$ cat src/rtl/mag_est_pipe.sv
// mag_est_pipe: 3-stage alpha-max-plus-beta-min magnitude estimator with valid/ready flow control
// and per-frame bin indexing. Define MAG_PEAK_EN to build the frame peak tracker.
module mag_est_pipe #(
  parameter int W       = 13,
  parameter int N_BINS  = 256,
  localparam int BW     = (N_BINS > 1) ? $clog2(N_BINS) : 1
) (
  input  logic          clk,
  input  logic          rst,
  input  logic [W-1:0]  in_re,
  input  logic [W-1:0]  in_im,
  input  logic          in_mode,
  input  logic          in_last,
  input  logic          in_valid,
  output logic          in_ready,
  output logic [W-1:0]  out_mag,
  output logic [BW-1:0] out_bin,
  output logic          out_last,
  output logic          out_valid,
  input  logic          out_ready,
  output logic [W-1:0]  peak_mag,
  output logic [BW-1:0] peak_bin,
  output logic          peak_valid
);

  localparam int M = W - 1;
  localparam logic [M-1:0]  MAG_MAX  = {M{1'b1}};
  localparam logic [W-1:0]  S_MIN    = {1'b1, {M{1'b0}}};
  localparam logic [BW-1:0] BIN_LAST = BW'(N_BINS - 1);
  localparam logic [BW-1:0] BIN_ONE  = BW'(1);

  typedef struct packed {
    logic          valid;
    logic [M-1:0]  a;
    logic [M-1:0]  b;
    logic          mode;
    logic          last;
    logic [BW-1:0] bin;
  } s1_t;

  typedef struct packed {
    logic          valid;
    logic [M-1:0]  t1;
    logic [M-1:0]  t2;
    logic [M-1:0]  mx;
    logic          mode;
    logic          last;
    logic [BW-1:0] bin;
  } s2_t;

  typedef struct packed {
    logic          valid;
    logic [W-1:0]  mag;
    logic [BW-1:0] bin;
    logic          last;
  } s3_t;

  // Absolute value; the most negative code has no positive twin, so it saturates.
  function automatic logic [M-1:0] sat_abs(input logic [W-1:0] v);
    logic [M-1:0] neg;
    neg = (~v[M-1:0]) + {{(M-1){1'b0}}, 1'b1};
    if (v == S_MIN) begin
      sat_abs = MAG_MAX;
    end else if (v[W-1]) begin
      sat_abs = neg;
    end else begin
      sat_abs = v[M-1:0];
    end
  endfunction

  logic          adv_s;
  logic          accept_s;
  logic          eff_last_s;
  logic [BW-1:0] bin_q, bin_d;
  s1_t           s1_q, s1_d;
  s2_t           s2_q, s2_d;
  s3_t           s3_q, s3_d;
  logic [M-1:0]  mx_s, mn_s, clip_s;
  logic [W:0]    sum_s, res_s;

  // Global advance and frame bin counter.
  always_comb begin
    adv_s      = out_ready | ~s3_q.valid;
    accept_s   = in_valid & adv_s;
    eff_last_s = in_last | (bin_q == BIN_LAST);
    if (accept_s) begin
      if (eff_last_s) begin
        bin_d = {BW{1'b0}};
      end else begin
        bin_d = bin_q + BIN_ONE;
      end
    end else begin
      bin_d = bin_q;
    end
  end

  // Stage 1: saturating absolute values plus sideband.
  always_comb begin
    s1_d = s1_q;
    if (adv_s) begin
      s1_d.valid = in_valid;
      s1_d.a     = sat_abs(in_re);
      s1_d.b     = sat_abs(in_im);
      s1_d.mode  = in_mode;
      s1_d.last  = eff_last_s;
      s1_d.bin   = bin_q;
    end else begin
      s1_d = s1_q;
    end
  end

  // Stage 2: max/min sort and mode-dependent scaled terms.
  always_comb begin
    mx_s = (s1_q.b > s1_q.a) ? s1_q.b : s1_q.a;
    mn_s = (s1_q.b > s1_q.a) ? s1_q.a : s1_q.b;
    s2_d = s2_q;
    if (adv_s) begin
      s2_d.valid = s1_q.valid;
      s2_d.mx    = mx_s;
      s2_d.mode  = s1_q.mode;
      s2_d.last  = s1_q.last;
      s2_d.bin   = s1_q.bin;
      if (s1_q.mode) begin
        s2_d.t1 = mx_s;
        s2_d.t2 = mn_s >> 2'd2;
      end else begin
        s2_d.t1 = mx_s - (mx_s >> 2'd3);
        s2_d.t2 = mn_s >> 1'd1;
      end
    end else begin
      s2_d = s2_q;
    end
  end

  // Stage 3: sum, mode-0 floor at max, clip so the result stays non-negative.
  always_comb begin
    sum_s = {2'b00, s2_q.t1} + {2'b00, s2_q.t2};
    if (!s2_q.mode && (sum_s < {2'b00, s2_q.mx})) begin
      res_s = {2'b00, s2_q.mx};
    end else begin
      res_s = sum_s;
    end
    if (res_s > {2'b00, MAG_MAX}) begin
      clip_s = MAG_MAX;
    end else begin
      clip_s = res_s[M-1:0];
    end
    s3_d = s3_q;
    if (adv_s) begin
      s3_d.valid = s2_q.valid;
      s3_d.mag   = {1'b0, clip_s};
      s3_d.bin   = s2_q.bin;
      s3_d.last  = s2_q.last;
    end else begin
      s3_d = s3_q;
    end
  end

  // Pipeline and counter registers.
  always_ff @(posedge clk) begin
    if (rst) begin
      bin_q <= {BW{1'b0}};
      s1_q  <= {$bits(s1_t){1'b0}};
      s2_q  <= {$bits(s2_t){1'b0}};
      s3_q  <= {$bits(s3_t){1'b0}};
    end else begin
      bin_q <= bin_d;
      s1_q  <= s1_d;
      s2_q  <= s2_d;
      s3_q  <= s3_d;
    end
  end

  assign in_ready  = adv_s;
  assign out_valid = s3_q.valid;
  assign out_mag   = s3_q.mag;
  assign out_bin   = s3_q.bin;
  assign out_last  = s3_q.last;

`ifdef MAG_PEAK_EN
  logic [W-1:0]  run_max_q, run_max_d, peak_mag_q, peak_mag_d, fin_max_s;
  logic [BW-1:0] run_bin_q, run_bin_d, peak_bin_q, peak_bin_d, fin_bin_s;
  logic          peak_valid_q, peak_valid_d;
  logic          xfer_s, take_s;

  // Running frame maximum; strict compare keeps the earliest bin on ties.
  always_comb begin
    xfer_s       = s3_q.valid & out_ready;
    take_s       = s3_q.mag > run_max_q;
    fin_max_s    = take_s ? s3_q.mag : run_max_q;
    fin_bin_s    = take_s ? s3_q.bin : run_bin_q;
    run_max_d    = run_max_q;
    run_bin_d    = run_bin_q;
    peak_mag_d   = peak_mag_q;
    peak_bin_d   = peak_bin_q;
    peak_valid_d = 1'b0;
    if (xfer_s) begin
      if (s3_q.last) begin
        peak_mag_d   = fin_max_s;
        peak_bin_d   = fin_bin_s;
        peak_valid_d = 1'b1;
        run_max_d    = {W{1'b0}};
        run_bin_d    = {BW{1'b0}};
      end else begin
        run_max_d = fin_max_s;
        run_bin_d = fin_bin_s;
      end
    end else begin
      peak_valid_d = 1'b0;
    end
  end

  // Peak tracker registers.
  always_ff @(posedge clk) begin
    if (rst) begin
      run_max_q    <= {W{1'b0}};
      run_bin_q    <= {BW{1'b0}};
      peak_mag_q   <= {W{1'b0}};
      peak_bin_q   <= {BW{1'b0}};
      peak_valid_q <= 1'b0;
    end else begin
      run_max_q    <= run_max_d;
      run_bin_q    <= run_bin_d;
      peak_mag_q   <= peak_mag_d;
      peak_bin_q   <= peak_bin_d;
      peak_valid_q <= peak_valid_d;
    end
  end

  assign peak_mag   = peak_mag_q;
  assign peak_bin   = peak_bin_q;
  assign peak_valid = peak_valid_q;
`else
  assign peak_mag   = {W{1'b0}};
  assign peak_bin   = {BW{1'b0}};
  assign peak_valid = 1'b0;
`endif

endmodule

$ cat config.mk
export PLATFORM = sky130hd
export DESIGN_NAME = mag_est_pipe
export DESIGN_NICKNAME = d
export VERILOG_FILES = /design/src/rtl/mag_est_pipe.sv
export SDC_FILE = /design/constraint.sdc
export NUM_CORES = 1
export LEC_CHECK = 0
export ABC_AREA = 1
export CAP_MARGIN = 20
export CORE_UTILIZATION = 56
export DETAILED_ROUTE_END_ITERATION = 16
export HOLD_SLACK_MARGIN = 0.05
export PLACE_DENSITY = 0.91
export SLEW_MARGIN = 10
export SYNTH_ARGS = -nofsm -noshare
export SYNTH_HDL_FRONTEND = slang
export SYNTH_SLANG_ARGS = --single-unit
export TNS_END_PERCENT = 50
$ cat constraint.sdc
create_clock -name clk -period 6.73 [get_ports clk]
set_input_delay 1.0095 -clock clk [delete_from_list [all_inputs] [get_ports clk]]
set_output_delay 1.0095 -clock clk [all_outputs]
set_load 0.005 [all_outputs]
After elaboration in Yosys (flattened, before gate mapping):

Index checks and enable logic that the tools add are counted.

* register bits: 112

* equality and inequality tests: 3
* bitwise logic cells: 6
* reductions and logical operators: 2
* add/sub/neg operators: 5
* $lt $le $gt $ge: 3
* multiplexer cells: 10

Operators by type and width (number)
* 2-to-1 mux 12 bit: 7
* == test 13 bit (second input constant): 2
* adder 12 x 1 -> 12 bit (second input constant): 2
* 2-to-1 mux 24 bit: 1
* inverter 12 bit: 2
* > comparator 14 x 12 -> 1 bit (second input constant): 1
* adder 12 x 12 -> 13 bit: 1
* < comparator 13 x 12 -> 1 bit: 1
* 2-to-1 mux 13 bit: 1
* > comparator 12 bit: 1
* subtractor 12 x 9 -> 12 bit: 1
* adder 8 x 1 -> 8 bit (second input constant): 1
* == test 8 bit (second input constant): 1
* 2-to-1 mux 8 bit: 1
* OR 1 bit: 2
* bitwise AND 1 bit: 1
* logical AND 1 bit: 1
* zero test 1 bit: 1
* inverter 1 bit: 1

Logic depth before layout (Yosys ltp):

* word-level depth: 6
* depth in mapped cells: 28
* mapped depth without buffers: 27

Worst setup path after synthesis:

OpenSTA, ideal clock, no wires.

* kind: flip-flop to flip-flop
* start point: reg s1_q[31] (netlist name)
* end point: reg s2_q[44] (netlist name)
* stages on the path, launching flop included: 26
* setup time: 0.109 ns
* setup slack: 3.650 ns
* clock period less this slack: 3.080 ns
* arrival: 2.971 ns
* path through: dfxtp_1 > inv_1 > ha_1 > nand2_1 > inv_1 > nand2_1 > nor2_1 > nand2_1 > nand3_2 > nand2_4 > buf_6 > nand2_1 > o21a_1 > inv_1 > ha_1 > fa_1 > o21ai_0 > nand2_1 > o211ai_1 > nand2_1 > nand2_1 > nor2_1 > nand2_1 > nand3_1 > nand2_1 > inv_1

* cells in the longest elaborated chain, start to end: 4

Ends and longest elaborated chain
* start, declared: RTL line 75 `s1_t s1_q, s1_d;`
* start signal, assigned: RTL line 163 `s1_q <= {$bits(s1_t){1'b0}};`
* > comparator 12 bit: RTL line 114 `mx_s = (s1_q.b > s1_q.a) ? s1_q.b : s1_q.a;`
* 2-to-1 mux 12 bit (*): RTL line 114
* subtractor 12 x 9 -> 12 bit: RTL line 127 `s2_d.t1 = mx_s - (mx_s >> 2'd3);`
* 2-to-1 mux 24 bit (*): RTL line 123 `if (s1_q.mode) begin`
* end signal, assigned: RTL line 164 `s2_q <= {$bits(s2_t){1'b0}};`
* end, declared: RTL line 76 `s2_t s2_q, s2_d;`

Mark *: on every way between the ends. The rest lies on a longest branch, timed or not.
A chain may end at the register's enable or synchronous reset.

Final worst setup path:

* start point: reg s1_q[29] (netlist name)
* end point: reg s2_q[44] (netlist name)

The elaborated chain is that of the path after synthesis.

==> results.txt <==
The run finished with clean final reports. After synthesis, the largest area contributor takes up 31.7% of total cell area. The reported net switching power came out at 991 uW. The met1 track utilization from global routing is 30.2%.

Measured against its own limit, the worst slew margin works out to 49.8%. The post-layout net count came out at 1141. The internal power is 1520 uW. The number of global-route vias before repair came out at 5848. For this design the ratio of total power to cell area is 319 nW/um^2. The async set-reset flop share out of synthesis is 0%. The register cell area after layout is 2220 sq um. The count of filler cells inserted in the layout came out at 1012. The final count of pins violating max slew was 0. The final hold violation count was 0. The worst hold path belongs to the class reg2reg.

Setup violations remaining at the end of the flow were counted as 0. After detailed routing, the number of remaining DRC violations is 0. The internal reg-to-reg setup slack came out at 2.99 ns. The share of total power consumed by net switching is 39.5%. The sink of the worst hold path is s1_q[34].

The clock latency of the later-clocked register in the worst-skew pair is 0.36 ns. The routing usage on met3 came out at 4.94%. The worst setup path is launched from a flop. The weighted congestion at the end of routability-driven global placement is 0.867. The remaining antenna violation count after routing came out at 0.

In this design, the critical path's most frequently occurring cell is nand2_1. The cell with the most instances after synthesis is nand2_1. After technology mapping, the gate count stands at 1031.

The part of the cycle the worst path needs is 55.6%. The die area is 13000 sq um. The clock tree from TritonCTS is yes. Setup repair after global routing left no endpoint under its margin.

The repair_antennas step left the layout with diodes totalling 0. The beginning of the worst register-to-register path is s1_q[29]. The number of warning messages in the yosys log came out at 0. The all-layer global routing usage is 24.5%. The setup skew after layout is 0.0119 ns. Gates resized during post-CTS repair numbered 0. The met2 routing resource usage after global routing is 42.7%. The remaining global-route overflow is 0. The starting utilization of the core area is 57.9%. The shortest period the worst path allows came out at 3.74 ns.

By area the synthesized netlist is led by dfxtp_1 (32%), nand2_1 (11%), inv_1 (8.5%). The share of power burned in combinational logic is 44.0%. The clock network burns 23.1% of the power.

The post-CTS setup buffer count is 0. The worst voltage drop across the vdd grid came out at 0.176 mV. After synthesis, the most frequently instantiated cells are nand2_1 (210), inv_1 (159), dfxtp_1 (111).

The total standard cell area after synthesis is 7020 sq um. The horizontal die dimension came out at 114 um. met2 is the most crowded layer. The number of H-tree levels is 3.

The slowest stage of the critical path is the fa_1 cell. For this run, the register share of the synthesized area comes to 31.7%. Yosys mapped a number of flops with a built-in enable equal to 0.

The maximum frequency from static timing analysis is 267 MHz. Traced cell by cell, the critical path runs through inv_1, ha_1, nand4_1, nor3_2, nand2_2, nand2_4, o21a_1, inv_1, ha_1, fa_1, o21ai_0, nand2_1, o211ai_1, nand2_1, nand2_1, nor2_1, nand2_1, nand3_1, nand2_1, inv_1. The largest driver fanout on the critical path is 44. The data required time of the worst path is 6.99 ns. The relative area change from synthesis to final layout came out at 11.9%. The worst stage delay on the critical path is 0.40 ns.

The ratio of cells with drive above 1 in the final layout came out at 4.69%. The endpoint identified for the worst register-to-register timing path is s2_q[44]. The per-instance average area after synthesis came out at 6.80 sq um. The number of cells after detailed placement came out at 1218. The pin count of the biggest net entering global routing came out at 80.

Excluding fillers, the count of instances in the completed layout stands at 1234. The TritonCTS buffer count is 9. The cell depth of the worst hold path came out at 2. Summed over all failing endpoints, the final setup total negative slack is 0 ns.

The floorplan die height is 114 um. In the synthesized netlist the dominant register cell turns out to be dfxtp_1. The share of total power dissipated in sequential elements is 32.9%. The floorplan step defined a core boundary enclosing 12100 sq um. The number of buffers inserted for hold repair after clock tree synthesis came out at 0. Input and output buffers added on the ports amount to 54. The flip-flop and latch count after synthesis is 111. The largest total area in the synthesized netlist belongs to dfxtp_1.

The number of cells on the worst reg-to-reg path is 20. The via count came out at 6527. After synthesis, the netlist uses 45 different library cells. The tool flagged a number of max-cap violations equal to 0. The count of clock tree sinks came out at 111. The clock-pin slew of the registers on the worst-case setup and hold paths came out at 0.08 ns. The number of antenna violations at the first check in global routing is 0.

The maximum buffer depth of the clock tree came out at 2. The worst-margin pin slew came out at 0.752 ns. The number of ports placed on the die boundary came out at 78.

The cell sitting at the root of the clock tree is a clkbuf_16. The arrival time reported for the critical path endpoint came out at 4.00 ns. The detailed-route vias per instance came out at 5.29. The total area of multi-input combinational cells is 3900 sq um. The endpoint type of the worst setup path is a flop. The startpoint of the lowest-slack hold path is s1_q[34]. The initial detailed-routing violation count is 500. For this design the static power due to leakage is 0.00394 uW. The first-pass iteration count of the detailed router came out at 5. The final wirelength is 15400 um. The placed wire-length estimate is 10900 um. The per-cell routed wire length is 12.5 um. By startpoint and endpoint, the worst setup path is classified as reg2reg. The first global-routing pass estimated 25800 um of wire. The number of standard-cell rows in the floorplan is 40.
==> routing by layer <==
metal,up-vias,wire length (um)
met5,-,0
met4,0,331
met3,31,905
met2,225,7400
met1,2926,6750
li1,3345,-
==> registers in the layout (all words and copies together), names as in the netlist <==
register   cells
s2_q          46
out_valid      1
out_mag       12
out_last       1
s1_q          35
out_bin        8
bin_q          8
==> placed cells by master, fill, tap and decap left out, types with 3 or more instances in the layout <==
cell type / netlist / final
o21bai_1: 3 / 3
nand4_1: 4 / 4
o221ai_1: 3 / 3
ha_1: 46 / 46
nand2_1: 210 / 210
o21ai_0: 75 / 75
inv_2: 4 / 5
clkbuf_16: 0 / 9
dfxtp_1: 111 / 111
a31oi_1: 13 / 13
nand3_1: 66 / 66
nor3_1: 9 / 9
nor2_1: 94 / 94
xnor2_1: 6 / 6
o21ai_2: 6 / 6
conb_1: 1 / 23
o21ai_1: 11 / 11
xor2_1: 18 / 18
inv_1: 159 / 158
or2_1: 19 / 19
o211ai_1: 12 / 12
a211oi_1: 4 / 4
clkdlybuf4s50_1: 0 / 54
nand2_2: 3 / 3
a221oi_1: 6 / 6
buf_4: 25 / 4
o21a_1: 7 / 7
a21oi_1: 54 / 54
or2_2: 6 / 6
==> worst max path at each step <==
stage	startpoint	to	slack, ns
after detailed placement	out_ready	bin_q[7]	2.87
after CTS	out_ready	in_ready	3.02
after global placement	out_ready	bin_q[7]	2.91
final	s1_q[29]	s2_q[44]	2.99
after floorplan	s1_q[31]	s2_q[44]	3.65
after global routing	s1_q[29]	s2_q[45]	2.65
==> cell families (layout without fill, tap and decap cells) <==
group                      Yosys count  in the layout  share of synthesized area, %
xor gates and xnor gates            24             24                          3.00
and+or+nand+nor                    421            421                          25.8
AOI/OAI and AO/OA                  202            202                          16.8
other                                1             23                        0.0535
buffers and inverters              224            237                          13.9
adders and majority gates           48             48                          8.77
DFF                                111            111                          31.7
==> layout make-up <==
type / instances / share of cell area [%]
repair buffers: 58 / 7.27
multi-input cells: 718 / 49.7
clock inverters: 6 / 1.20
clock buffers: 10 / 3.04
inverters: 163 / 7.79
well taps: 168 / 2.68
flip-flops and latches: 111 / 28.3
==> power groups by stage <==
stage | Combinational [uW] | Sequential, uW | Clock, uW
global placement | 1040 | 836 | 0
floorplan | 842 | 826 | 0
CTS | 1100 | 825 | 585
detailed placement | 1080 | 838 | 0
global route | 1260 | 836 | 616
finish | 1100 | 825 | 580
==> metrics by stage <==
| stage | cell area (sq um) | utilization, % | power (uW) | setup WS (ns) | hold slack [ns] |
|---|---|---|---|---|---|
| after floorplan | 7100 | - | 1670 | 3.65 | 0.430 |
| after global placement | 7520 | 62.1 | 1880 | 2.91 | 0.444 |
| after detailed placement | 7520 | 62.1 | 1920 | 2.87 | 0.455 |
| after CTS | 7850 | 64.8 | 2510 | 3.02 | 0.468 |
| after global routing | 7850 | 64.8 | 2710 | 2.65 | 0.501 |
| final | 7850 | 64.8 | 2510 | 2.99 | 0.471 |
==> critical path, delay by kind of cell (launching register included) <==
kind	cells	cell delay [ns]
buffers and inverters	3	0.20
AOI/OAI and AO/OA	3	0.74
DFF	1	0.35
adders and majority gates	3	0.98
and+or+nand+nor	11	1.35
Power figures use the tool's default switching activity.
